[src/rtl/if_fetch_unit_pkg.sv]
// if_fetch_unit_pkg: shared types and constants for the instruction-fetch front end
package if_fetch_unit_pkg;
  typedef enum logic {IDLE, RUN} state_t;
  localparam logic [31:0] DEFAULT_RESET_PC = 32'h0000_0000;
  localparam logic CHIP_ENABLE = 1'b1;
  localparam logic CHIP_DISABLE = 1'b0;
endpackage

[src/rtl/if_fetch_unit_if.sv]
// if_fetch_unit_if: ctrl/ID redirect inputs, ROM port and ID output bundle of the fetch unit
interface if_fetch_unit_if #(parameter int ADDR_W = 32, parameter int INST_W = 32);
  logic stall;
  logic branch_flag;
  logic [ADDR_W-1:0] branch_target;
  logic rom_ce;
  logic [ADDR_W-1:0] rom_addr;
  logic [INST_W-1:0] rom_data;
  logic [ADDR_W-1:0] id_pc;
  logic [INST_W-1:0] id_inst;
  logic id_valid;
  modport master (
    input stall, branch_flag, branch_target, rom_data,
    output rom_ce, rom_addr, id_pc, id_inst, id_valid
  );
  modport slave (
    output stall, branch_flag, branch_target, rom_data,
    input rom_ce, rom_addr, id_pc, id_inst, id_valid
  );
endinterface

[src/rtl/if_skid_reg.sv]
// if_skid_reg: one-entry {pc, inst} holding register for a synchronous-memory read that lands during a stall
module if_skid_reg #(
  parameter int ADDR_W = 32,
  parameter int INST_W = 32
) (
  input  logic              clk,
  input  logic              rst,
  input  logic              load,
  input  logic              clr,
  input  logic [ADDR_W-1:0] d_pc,
  input  logic [INST_W-1:0] d_inst,
  output logic              valid,
  output logic [ADDR_W-1:0] q_pc,
  output logic [INST_W-1:0] q_inst
);
  // capture on load, drop on clear (clear wins)
  always_ff @(posedge clk or negedge rst)
    if (!rst) begin
      valid  <= 1'b0;
      q_pc   <= '0;
      q_inst <= '0;
    end else if (clr) begin
      valid <= 1'b0;
    end else if (load) begin
      valid  <= 1'b1;
      q_pc   <= d_pc;
      q_inst <= d_inst;
    end
endmodule

[src/rtl/if_fetch_unit.sv]
// if_fetch_unit: PC, ROM issue and ID register with stall skid and branch redirect
module if_fetch_unit
  import if_fetch_unit_pkg::*;
#(
  parameter int ADDR_W = 32,
  parameter int INST_W = 32,
  parameter logic [ADDR_W-1:0] RESET_PC = ADDR_W'(DEFAULT_RESET_PC)
) (
  input logic clk,
  input logic rst,
  if_fetch_unit_if.master bus
);
  state_t state, state_nx;
  logic run, br, issue, skid_load, skid_clr, skid_valid, req_valid;
  logic [ADDR_W-1:0] pc, req_pc, skid_pc, tgt;
  logic [INST_W-1:0] skid_inst;
  assign tgt = bus.branch_target & ~ADDR_W'(3);
  assign bus.rom_ce = issue ? CHIP_ENABLE : CHIP_DISABLE;
  assign bus.rom_addr = pc;
  // state register: IDLE only while reset is held
  always_ff @(posedge clk or negedge rst)
    if (!rst) state <= IDLE;
    else state <= state_nx;
  // next state and per-cycle control; branch outranks stall, both ignored in IDLE
  always_comb begin
    state_nx = RUN;
    run = state == RUN;
    br = run & bus.branch_flag;
    issue = run & ~bus.stall & ~bus.branch_flag;
    skid_load = run & bus.stall & ~bus.branch_flag & req_valid;
    skid_clr = br | (issue & skid_valid);
  end
  // PC and the read currently in flight in the ROM
  always_ff @(posedge clk or negedge rst)
    if (!rst) begin
      pc <= RESET_PC;
      req_valid <= 1'b0;
      req_pc <= '0;
    end else begin
      pc <= br ? tgt : issue ? pc + ADDR_W'(4) : pc;
      req_valid <= issue;
      if (issue) req_pc <= pc;
    end
  if_skid_reg #(.ADDR_W(ADDR_W), .INST_W(INST_W)) u_skid (
    .clk(clk),
    .rst(rst),
    .load(skid_load),
    .clr(skid_clr),
    .d_pc(req_pc),
    .d_inst(bus.rom_data),
    .valid(skid_valid),
    .q_pc(skid_pc),
    .q_inst(skid_inst)
  );
  // ID register: skid first, then the arriving ROM word, else a bubble; branch flushes
  always_ff @(posedge clk or negedge rst)
    if (!rst) begin
      bus.id_valid <= 1'b0;
      bus.id_pc <= '0;
      bus.id_inst <= '0;
    end else if (br) begin
      bus.id_valid <= 1'b0;
      bus.id_pc <= '0;
      bus.id_inst <= '0;
    end else if (issue) begin
      bus.id_valid <= skid_valid | req_valid;
      bus.id_pc <= skid_valid ? skid_pc : req_valid ? req_pc : '0;
      bus.id_inst <= skid_valid ? skid_inst : req_valid ? bus.rom_data : '0;
    end
endmodule

[src/flat_wrapper.sv]
// flat-port wrapper written by rule: the top's interface ports become plain ports
module if_fetch_unit_flat import if_fetch_unit_pkg::*;
#(
  parameter int ADDR_W = 32,
  parameter int INST_W = 32,
  parameter logic [ADDR_W-1:0] RESET_PC = ADDR_W'(DEFAULT_RESET_PC)
)
  (clk, rst, bus_stall, bus_branch_flag, bus_branch_target, bus_rom_data, bus_rom_ce, bus_rom_addr, bus_id_pc, bus_id_inst, bus_id_valid);
  if_fetch_unit_if #(.ADDR_W(ADDR_W), .INST_W(INST_W)) bus_i ();
  input logic clk;
  input logic rst;
  input wire logic [$bits(bus_i.stall)-1:0] bus_stall;
  input wire logic [$bits(bus_i.branch_flag)-1:0] bus_branch_flag;
  input wire logic [$bits(bus_i.branch_target)-1:0] bus_branch_target;
  input wire logic [$bits(bus_i.rom_data)-1:0] bus_rom_data;
  output wire logic [$bits(bus_i.rom_ce)-1:0] bus_rom_ce;
  output wire logic [$bits(bus_i.rom_addr)-1:0] bus_rom_addr;
  output wire logic [$bits(bus_i.id_pc)-1:0] bus_id_pc;
  output wire logic [$bits(bus_i.id_inst)-1:0] bus_id_inst;
  output wire logic [$bits(bus_i.id_valid)-1:0] bus_id_valid;
  assign bus_i.stall = bus_stall;
  assign bus_i.branch_flag = bus_branch_flag;
  assign bus_i.branch_target = bus_branch_target;
  assign bus_i.rom_data = bus_rom_data;
  assign bus_rom_ce = bus_i.rom_ce;
  assign bus_rom_addr = bus_i.rom_addr;
  assign bus_id_pc = bus_i.id_pc;
  assign bus_id_inst = bus_i.id_inst;
  assign bus_id_valid = bus_i.id_valid;
  if_fetch_unit #(.ADDR_W(ADDR_W), .INST_W(INST_W), .RESET_PC(RESET_PC)) u_core (.clk(clk), .rst(rst), .bus(bus_i));
endmodule
[config.mk]
export PLATFORM = sky130hd
export DESIGN_NAME = if_fetch_unit_flat
export DESIGN_NICKNAME = d
export VERILOG_FILES = /design/src/rtl/if_fetch_unit_pkg.sv /design/src/rtl/if_fetch_unit_if.sv /design/src/rtl/if_skid_reg.sv /design/src/rtl/if_fetch_unit.sv /design/src/flat_wrapper.sv
export SDC_FILE = /design/constraint.sdc
export NUM_CORES = 1
export LEC_CHECK = 0
export ABC_AREA = 0
export BUFFER_PORTS_ARGS = -buffer_cell sky130_fd_sc_hd__buf_2
export CAP_MARGIN = 0
export CELL_PAD_IN_SITES_DETAIL_PLACEMENT = 0
export CELL_PAD_IN_SITES_GLOBAL_PLACEMENT = 1
export CORE_MARGIN = 5
export CORE_UTILIZATION = 30
export DETAILED_ROUTE_END_ITERATION = 10
export PLACE_DENSITY_LB_ADDON = 0.1
export SLEW_MARGIN = 5
export SYNTH_ARGS = -nofsm -noshare
export SYNTH_HDL_FRONTEND = slang
export SYNTH_SLANG_ARGS = --single-unit
[constraint.sdc]
create_clock -name clk -period 2.6 [get_ports clk]
set_clock_uncertainty 0.15 [all_clocks]
set_input_delay 0.39 -clock clk [delete_from_list [all_inputs] [get_ports clk]]
set_output_delay 0.39 -clock clk [all_outputs]
set_load 0.1 [all_outputs]
==> metrics.md <==
| Metric | Value |
|---|---|
| Crit path from | `u_core.run$_DFF_PN0_` |
| Area added between synthesis and finish | `24.8%` |
| Power per Cell Area | `826 nW/um^2` |
| Most common cell in the netlist | `dfrtp_1` |
| Post_cts resized | `0` |
| Flops & latches, synth | `between 150 and 200` |
| Number of port buffers | `around 160` |
| Initial antenna violation count | `0` |
| Core Rows | `60` |
| Status | `completed` |
| Worst setup SP type | `register` |
| Avg Inst Size Synth | `around 11 sq um` |
| Detail Placement HPWL | `about 15000 um` |
| Required time worst endpoint | `between 2 and 2.5 ns` |
| Cell area after layout | `between 10000 and 15000 sq um` |
| Final hold vios | `0` |
| Starting DRC count in detailed routing | `~340` |
| Post-synth cell types | `47` |
| Total of warnings raised by yosys | `0` |
| TritonCTS clock tree | `built` |
| Final wirelength | `~23000 um` |
| Cells after Synth | `760` |
| Arrival time worst endpoint | `1.99 ns` |
| R2R depth | `4` |
| Routed Antenna Nets | `0` |
| # IOs | `166` |
| Hold Slack | `roughly 0.024 ns` |
| DIE HEIGHT | `~170 um` |
| First-pass GRT wire length | `around 37000 um` |
| Antenna cells | `0` |
| Primary FF master, synth | `dfrtp_1` |
| GRT Util Overall | `0.152` |
| Hold Crit Depth | `3` |
| Fraction of layout cells with a size suffix above 1 | `0.331` |
| Clk buf depth | `2` |
| Clk sinks | `roughly 190` |
| Min-delay src | `bus_branch_target[14]` |
| FFs w/ async S/R, synth | `1.00` |
| Vias per cell | `5.00` |
| Final Util | `0.377` |
| Worst-Skew Late Latency | `0.43 ns` |
| GPL Wtd Cong | `~0.8` |
| Post-synth EDFFs | `0` |
| Max cap viols | `0` |
| Max Transition Viols Final | `0` |
| FMAX | `roughly 400 MHz` |
| Initial Utilization | `0.302` |
| Die area | `slightly above 30000 sq um` |
| CP peak stage delay | `just under 0.5 ns` |
| WS Path Type | `register to output pin` |
| VDD IR max | `around 340 uV` |
| Die width | `~170 um` |
| Pre-antenna DRT Iters | `4` |
| DRC | `0` |
| Tcrit/Tclk final | `0.974` |
| Netlist Area Pre-Place | `about 8100 sq um` |
| Via Count | `6325` |
| Final nets | `980` |
| WL/cell | `~18 um` |
| Seq/Total Area, Yosys | `0.586` |
| FF-to-FF Start | `u_core.run$_DFF_PN0_` |
| Placed insts | `about 1200` |
| Filler cells | `~2700` |
| Largest net degree at the start of global routing | `slightly below 70` |
| Final std cells w/o fill | `1265` |
| Gr ovfl total | `0` |
| Vias in the first global route | `approximately 6500` |
| Area leader, netlist | `dfrtp_1` |
| Setup TNS | `0 ns` |
| Core footprint | `approximately 27000 sq um` |
| Worst min-delay path class | `input pin to register` |
| Post-CTS Hold Fix Bufs | `6` |
| Worst-path maximum fanout | `7` |
| Final setup violation count | `0` |
| Nature of the critical path endpoint | `output pin` |
| Postcts setup bufs | `0` |
| Top cells by area, synth | `dfrtp_1 59%, mux2_2 8.6%, nand2_1 7.4%` |
| Slowest CP cell | `dfrtp_1` |
| Slew HR | `0.598` |
| Clock root cell | `clkbuf_16` |
| Critical path, cell by cell | `or3b_4 > clkinv_1 > buf_2` |
| Commonest cells post-synth | `189 x dfrtp_1, 160 x nand2_1, 78 x o21ai_0` |
| P_leak | `4.69 nW` |
| Worst Tran Pin Value | `about 0.6 ns` |
| Total CTS buffers | `17` |
| Final Critical Period | `2.53 ns` |
| # H-tree levels | `4` |
| Unrepaired setup endpoints after global routing | `no` |
| Clock transition at path regs | `around 0.07 ns` |
| Placed Instance Area | `approximately 9400 sq um` |
| Top cell type's share of synthesized area | `0.586` |
## area by class of cell
type                       instances  area (sq um)  share of cell area
inverter                           8          30.0             0.00298
tap                              341           427              0.0423
multi-input combinational        506          3090               0.306
timing repair buffer             189          1110               0.111
sequential                       189          4760               0.472
clock buffer                      19           453              0.0449
clock inverter                    13           211              0.0210
## critical path: cells and delay by family, from the launching register on
kind / cells / cell delay (ns)
buffers and inverters: 2 / 0.65
flip-flops: 1 / 0.49
AND/OR/NAND/NOR: 1 / 0.43
## metal layers
| layer | routed length, um | share of wire | up-vias | GRT usage |
|---|---|---|---|---|
| met3 | 1060 | 0.046 | 19 | 0.0348 |
| met4 | 252 | 0.011 | 0 | 0.0432 |
| li1 | - | - | 3009 | - |
| met1 | 11300 | 0.50 | 3125 | 0.219 |
| met5 | 0 | 0 | - | 0 |
| met2 | 10100 | 0.45 | 172 | 0.231 |
## cells in the final DEF, fill, tap and decap left out, types with 2 or more instances in the layout
master / count
nand3_1: 10
a22o_1: 2
or3_1: 4
and3_1: 4
clkbuf_8: 3
conb_1: 3
mux2_2: 62
o31ai_1: 11
and4_1: 3
dfrtp_2: 23
inv_1: 7
dlygate4sd3_1: 6
nand2_1: 159
or2_2: 2
nand4_1: 11
and2_1: 3
o211ai_1: 2
nor2_1: 20
buf_2: 160
bufinv_16: 5
a21oi_1: 9
a22oi_1: 61
buf_4: 16
nor3_1: 6
dfrtp_1: 166
o21ai_0: 78
clkinv_4: 3
buf_12: 6
o32a_1: 3
inv_6: 2
a31oi_1: 15
clkinv_2: 2
or4_1: 13
xnor2_1: 3
nor4_1: 2
xor2_1: 3
clkbuf_16: 17
## path summary, 6_finish.rpt
check / end / slack (ns)
min reg2reg: u_core.bus.id_inst[3]$_DFFE_PN0P_ / 0.32
max reg2reg: u_core.bus.rom_addr[26]$_DFFE_PN0P_ / 0.22
max: bus_rom_ce / 0.07
min: u_core.bus.rom_addr[14]$_DFFE_PN0P_ / 0.02
min in group asynchronous: u_core.bus.id_inst[26]$_DFFE_PN0P_ / 0.39
max in group asynchronous: u_core.bus.id_pc[30]$_DFFE_PN0P_ / 1.18
## stage by stage
step	setup WS (ns)	power [W]
2_1_floorplan	0.0570	0.00493
3_3_place_gp	0.148	0.00540
3_5_place_dp	0.120	0.00544
4_1_cts	0.0441	0.00843
5_1_grt	0.0165	0.00872
6_report	0.0670	0.00833
## where the power goes
part,internal (W),switching [W]
clock network,0.00177,0.00119
logic,0.000455,0.00126
registers,0.00334,0.000319
total,0.00556,0.00277
## registers in the layout, summed over array words and instances, names as in the netlist
| name | flops |
|---|---|
| u_core.run | 1 |
| u_core.req_valid | 1 |
| u_core.bus.rom_addr | 30 |
| u_core.bus.id_pc | 31 |
| u_core.u_skid.valid | 1 |
| u_core.u_skid.q_pc | 30 |
| u_core.u_skid.q_inst | 32 |
| u_core.req_pc | 30 |
| u_core.bus.id_inst | 32 |
| u_core.bus.id_valid | 1 |
## cells by family (layout without fill, tap and decap cells)
kind of cell / Yosys count / count (layout) / synth area share
XOR/XNOR: 6 / 6 / 0.00651
multiplexers: 63 / 63 / 0.0877
adder cells (fa/ha/maj): 1 / 1 / 0.00155
other: 2 / 3 / 0.000930
buffers and inverters: 66 / 229 / 0.0344
AO/OA/AOI/OAI: 187 / 187 / 0.147
flip-flops: 189 / 189 / 0.586
AND/OR/NAND/NOR: 246 / 246 / 0.137
Note: power is estimated with default switching activity, not from simulation.
